**config.mk**
```make
export PLATFORM = sky130hd
export DESIGN_NAME = digit_scan_ctrl
export DESIGN_NICKNAME = d
export VERILOG_FILES = /design/src/rtl/digit_scan_ctrl.sv
export SDC_FILE = /design/constraint.sdc
export NUM_CORES = 1
export LEC_CHECK = 0
export ABC_CLOCK_PERIOD_IN_PS = 6100
export BUFFER_PORTS_ARGS = -buffer_cell sky130_fd_sc_hd__buf_2
export CAP_MARGIN = 10
export CORE_ASPECT_RATIO = 0.75
export CORE_MARGIN = 2
export CORE_UTILIZATION = 30
export CTS_CLUSTER_DIAMETER = 30
export DETAILED_ROUTE_END_ITERATION = 8
export PLACE_DENSITY = 0.47
export SYNTH_ARGS = -nofsm -noshare
export SYNTH_HDL_FRONTEND = slang
export SYNTH_SLANG_ARGS = --single-unit
```
**constraint.sdc**
```tcl
create_clock -name clk -period 6.1 [get_ports clk]
set_input_delay 0.305 -clock clk [delete_from_list [all_inputs] [get_ports clk]]
set_output_delay 0.305 -clock clk [all_outputs]
set_load 0.02 [all_outputs]
```
**src/rtl/digit_scan_ctrl.sv**
```systemverilog
// Scan controller for an 8-digit multiplexed 7-segment display: dwell, blanking gap, digit skipping, frame pulse.
// Optional BRIGHTNESS_EN adds a 4-bit bright input that trims the active part of each dwell.
module digit_scan_ctrl #(
  parameter int DWELL_STEP = 3125,
  parameter int GAP        = 64,
  parameter int CNT_W      = 16
) (
  input  logic       clk,
  input  logic       rst_n,
  input  logic       en,
  input  logic [7:0] digit_mask,
`ifdef BRIGHTNESS_EN
  input  logic [3:0] bright,
`endif
  output logic [7:0] sel,
  output logic [2:0] idx,
  output logic       frame_start,
  output logic       blank
);

  localparam int DWELL = 16 * DWELL_STEP;
  localparam logic [CNT_W-1:0] DWELL_LAST = CNT_W'(DWELL - 1);
  localparam logic [CNT_W-1:0] GAP_LAST   = CNT_W'((GAP > 0) ? GAP - 1 : 0);

  typedef enum logic [1:0] {
    ST_IDLE = 2'd0,
    ST_SHOW = 2'd1,
    ST_GAP  = 2'd2
  } state_t;

  state_t           state;
  logic [CNT_W-1:0] cnt;

  logic [2:0] low_idx;
  logic [2:0] adv_idx;
  logic       adv_wrap;
  logic       mask_any;
  logic       advance;
  logic       show_on;

  assign mask_any = |digit_mask;

  // Lowest enabled digit, used when leaving IDLE.
  always_comb begin
    low_idx = 3'd0;
    for (int i = 7; i >= 0; i--) begin
      if (digit_mask[i]) low_idx = 3'(i);
    end
  end

  // Next enabled digit searching circularly from idx+1; a single-bit mask lands back on idx.
  always_comb begin
    logic       found;
    logic [2:0] j;
    found   = 1'b0;
    adv_idx = idx;
    j       = idx;
    for (int k = 1; k <= 8; k++) begin
      j = idx + 3'(k);
      if (!found && digit_mask[j]) begin
        found   = 1'b1;
        adv_idx = j;
      end
    end
    adv_wrap = (adv_idx <= idx);
  end

  assign advance = ((state == ST_GAP) && (cnt == GAP_LAST)) ||
                   ((GAP == 0) && (state == ST_SHOW) && (cnt == DWELL_LAST));

`ifdef BRIGHTNESS_EN
  logic [3:0] bright_q;
  logic [3:0] bright_sel;
  // The first SHOW cycle uses the live input; later cycles use the copy captured then.
  assign bright_sel = ((state == ST_SHOW) && (cnt == '0)) ? bright : bright_q;
  assign show_on    = (32'(cnt) + 32'd1) < ((32'(bright_sel) + 32'd1) * 32'(DWELL_STEP));

  always_ff @(posedge clk) begin
    if (!rst_n) begin
      bright_q <= 4'd0;
    end else if ((state == ST_SHOW) && (cnt == '0)) begin
      bright_q <= bright;
    end
  end
`else
  assign show_on = 1'b1;
`endif

  always_ff @(posedge clk) begin
    if (!rst_n) begin
      state       <= ST_IDLE;
      cnt         <= '0;
      sel         <= 8'hFF;
      idx         <= 3'd0;
      frame_start <= 1'b0;
      blank       <= 1'b1;
    end else if (!en) begin
      state       <= ST_IDLE;
      cnt         <= '0;
      sel         <= 8'hFF;
      idx         <= 3'd0;
      frame_start <= 1'b0;
      blank       <= 1'b1;
    end else if (advance) begin
      cnt <= '0;
      if (!mask_any) begin
        state       <= ST_IDLE;
        sel         <= 8'hFF;
        frame_start <= 1'b0;
        blank       <= 1'b1;
      end else begin
        state       <= ST_SHOW;
        idx         <= adv_idx;
        sel         <= ~(8'b1 << adv_idx);
        frame_start <= adv_wrap;
        blank       <= 1'b0;
      end
    end else begin
      frame_start <= 1'b0;
      case (state)
        ST_IDLE: begin
          cnt <= '0;
          if (mask_any) begin
            state       <= ST_SHOW;
            idx         <= low_idx;
            sel         <= ~(8'b1 << low_idx);
            frame_start <= 1'b1;
            blank       <= 1'b0;
          end else begin
            sel   <= 8'hFF;
            blank <= 1'b1;
          end
        end
        ST_SHOW: begin
          if (cnt == DWELL_LAST) begin
            // GAP==0 is handled by advance, so this path always enters the gap.
            state <= ST_GAP;
            cnt   <= '0;
            sel   <= 8'hFF;
            blank <= 1'b1;
          end else begin
            cnt   <= cnt + 1'b1;
            sel   <= show_on ? ~(8'b1 << idx) : 8'hFF;
            blank <= ~show_on;
          end
        end
        ST_GAP: begin
          cnt   <= cnt + 1'b1;
          sel   <= 8'hFF;
          blank <= 1'b1;
        end
        default: begin
          state <= ST_IDLE;
          cnt   <= '0;
          sel   <= 8'hFF;
          blank <= 1'b1;
        end
      endcase
    end
  end

endmodule

```
==> qor.csv <==
stage,metric,value,unit
clock_network,CTS buffer count,5,
floorplan,initial cell density of the core,31.4,%
yosys,"area leader, netlist",dfxtp_1,
worst_setup_path,CP dominant cell by count,ha_1,
clock_network,Worst-Skew Late Latency,280,ps
worst_setup_path,Crit path buffers/inverters,2,
worst_setup_path,critical path peak fanout,18,
floorplan,Core Area,8600,um2
clock_network,"Clk pin slew, worst setup/hold paths",50,ps
timing,Final Cycle Share,64.7,%
run,max-capacitance violation count,0,
floorplan,die height,86.2,um
clock_network,cts repair resizes,0,
cells_and_area,share of layout cells above drive strength 1,18.9,%
yosys,main flop type after synthesis,dfxtp_1,
timing,Max Clk Rate,0.253,GHz
worst_setup_path,Critical Path End Type,flip-flop,
place,Post-DP HPWL,5490,um
drt,WL/cell,17.0,um
yosys,Cells after Synth,315,
worst_setup_path,worst path required time,6230,ps
timing,Slew Limit Fails,0,
worst_setup_path,Critical Path End,frame_start,
place,routability cong.,0.856,
yosys,number of synthesized flops with an enable pin,0,
clock_network,clock tree buffer depth,2,
worst_setup_path,number of cells on the critical path,14,
yosys,"FFs w/ async S/R, synth",0,%
yosys,syn_nets,340,
worst_setup_path,worst r2r path cells,14,
yosys,sequential-to-total area share from yosys stat,23.0,%
worst_setup_path,FF-to-FF setup slack,2150,ps
worst_setup_path,Crit-path slowest cell,ha_1,
grt,first-pass GRT wire length,12400,um
drt,Routed Antenna Nets,0,
floorplan,Site Rows,29,
clock_network,Post-CTS Hold Buffers,0,
worst_hold_path,Hold WC Path Type,primary input to flip-flop,
drt,drt total wl,7410,um
floorplan,Die ar.,9790,um2
cells_and_area,"commonest non-fill, non-tap cells in the layout","nor2_1 (40), dfxtp_1 (31), nand2_1 (25), buf_2 (23), a21oi_1 (17)",
floorplan,IO Count,24,
timing,Tmin final,3950,ps
drt,DR pass1 iterations,5,
worst_setup_path,Critical Path Start,idx[1],
cells_and_area,Antenna diodes,0,
cells_and_area,P&R area growth vs syn,12.3,%
drt,Starting DRT DRC Count,216,
clock_network,H-tree Lvls,2,
pwr,Leak,1.10,nW
clock_network,CTS tree,done,
pwr,PD cells,225,nW/um2
grt,Tot GR Track Use,16.2,%
worst_setup_path,crit path DAT,4080,ps
drt,DR vias/cell,5.56,
drt,via count,2424,
worst_setup_path,WS Path Type,flip-flop to flip-flop,
grt,vias in the first global route,2277,
grt,remaining global-route overflow,0,
cells_and_area,"commonest non-fill, non-tap cell in the layout",nor2_1,
timing,clock skew,4.25,ps
clock_network,clock sink count,31,
clock_network,# Post-CTS Setup Buffers,0,
grt,largest net degree at the start of global routing,21,
timing,Post-Route Setup TNS,0,ps
pwr,worst vdd ir,145,uV
yosys,Synth cell types,60,
timing,Worst Tran Pin Value,828,ps
timing,final hold vios,0,
place,port buffer count,23,
worst_setup_path,CP top delay family,adder cells,
grt,initial antenna violation count,0,
timing,relative slew slack,44.4,%
clock_network,root buffer cell,clkbuf_16,
yosys,synthesized flop and latch total,31,
worst_setup_path,Worst R2R End,frame_start,
drt,Residual DRC,0,
worst_setup_path,crit-path max cell delay,850,ps
outcome,outcome,finished clean,
yosys,ranking of synthesized cells by area,"dfxtp_1 (23%), mux4_2 (6.7%), ha_1 (6.5%)",
worst_setup_path,CP startpoint kind,flip-flop,
yosys,Synth Warn #,0,
worst_hold_path,hold_sp,en,
timing,RSZ-0062 raised after global routing,no,
yosys,Synth top area share,23.0,%
floorplan,die width,114,um
timing,"Setup violations, final",0,
yosys,Mapped Avg Cell Area,8.58,um2
worst_setup_path,FF-to-FF Start,idx[1],
cells_and_area,Nets,352,
pwr,total power,0.683,mW
yosys,Synth Cell Area,2700,um2
worst_setup_path,critical path cell sequence,inv_1 > ha_1 > mux4_2 > mux2_2 > nor2_1 > o221ai_1 > nor3b_1 > nor2_2 > inv_2 > ha_1 > a21o_1 > a21oi_1 > a311oi_1 > nor3_1,
==> report_power, final <==
part | internal, mW | switching, mW
Clock | 0.203 | 0.0888
Combinational | 0.0727 | 0.109
Sequential | 0.207 | 0.00295
Total | 0.483 | 0.200
==> final cells by class <==
type / count / area [um2]
Inverter: 13 / 48.8
Sequential cell: 31 / 621
Multi-Input combinational cell: 251 / 1930
Clock inverter: 2 / 35.0
Clock buffer: 6 / 139
Tap cell: 108 / 135
Timing Repair Buffer: 25 / 130
Fill cell: 879 / 5560
==> cell families after synthesis <==
| group | synth area share (%) |
|---|---|
| AOI/OAI and AO/OA | 18.0 |
| adders and majority gates | 6.48 |
| DFF | 23.0 |
| xor gates and xnor gates | 5.51 |
| buffers and inverters | 5.74 |
| and+or+nand+nor | 22.0 |
| muxes | 19.3 |
==> cells in the mapped netlist, drive strengths merged, types with 9 or more instances <==
cell	n
a21oi	17
mux4	12
dfxtp	31
nand2	25
inv	13
o21ai	11
nor3	9
nor2	43
nand3	12
buf	12
ha	14
mux2i	14
xor2	9
==> state kept, by name, summed over array words and instances (netlist names) <==
signal       cells
frame_start      1
blank            1
sel              8
idx              3
state            2
cnt             16
==> routing by layer <==
metal | vias to the layer above | routed length, um | GRT usage (%)
met5 | - | 0 | 0
met4 | 0 | 29 | 3.22
met3 | 2 | 546 | 4.41
met2 | 78 | 2740 | 20.1
met1 | 1161 | 4090 | 26.6
li1 | 1183 | - | -
==> worst min-delay path: cells and delay by family <==
family / cells / cell delay, ps
AOI/OAI and AO/OA: 1 / 70
buffers and inverters: 1 / 100
and+or+nand+nor: 1 / 160
==> worst min path at each step <==
stage                  end  slack [ps]  cells after the start
finish               blank         400                      3
global route         blank         430                      3
CTS                  blank         410                      3
detailed placement  cnt[0]         440                      1
global placement    cnt[0]         430                      1
floorplan           cnt[0]         420                      1
==> stage by stage <==
| stage | std cells | hold WS [ps] | area (um2) | setup WS (ps) | util, % |
|---|---|---|---|---|---|
| after floorplan | 315 | 418 | 2700 | 2280 | - |
| after global placement | 428 | 430 | 2860 | 2230 | 33.3 |
| after detailed placement | 428 | 438 | 2860 | 2170 | 33.3 |
| after CTS | 436 | 406 | 3040 | 2160 | 35.3 |
| after global routing | 436 | 427 | 3040 | 1840 | 35.3 |
| final | 436 | 402 | 3040 | 2150 | 35.3 |
Note: power is estimated with default switching activity, not from simulation.
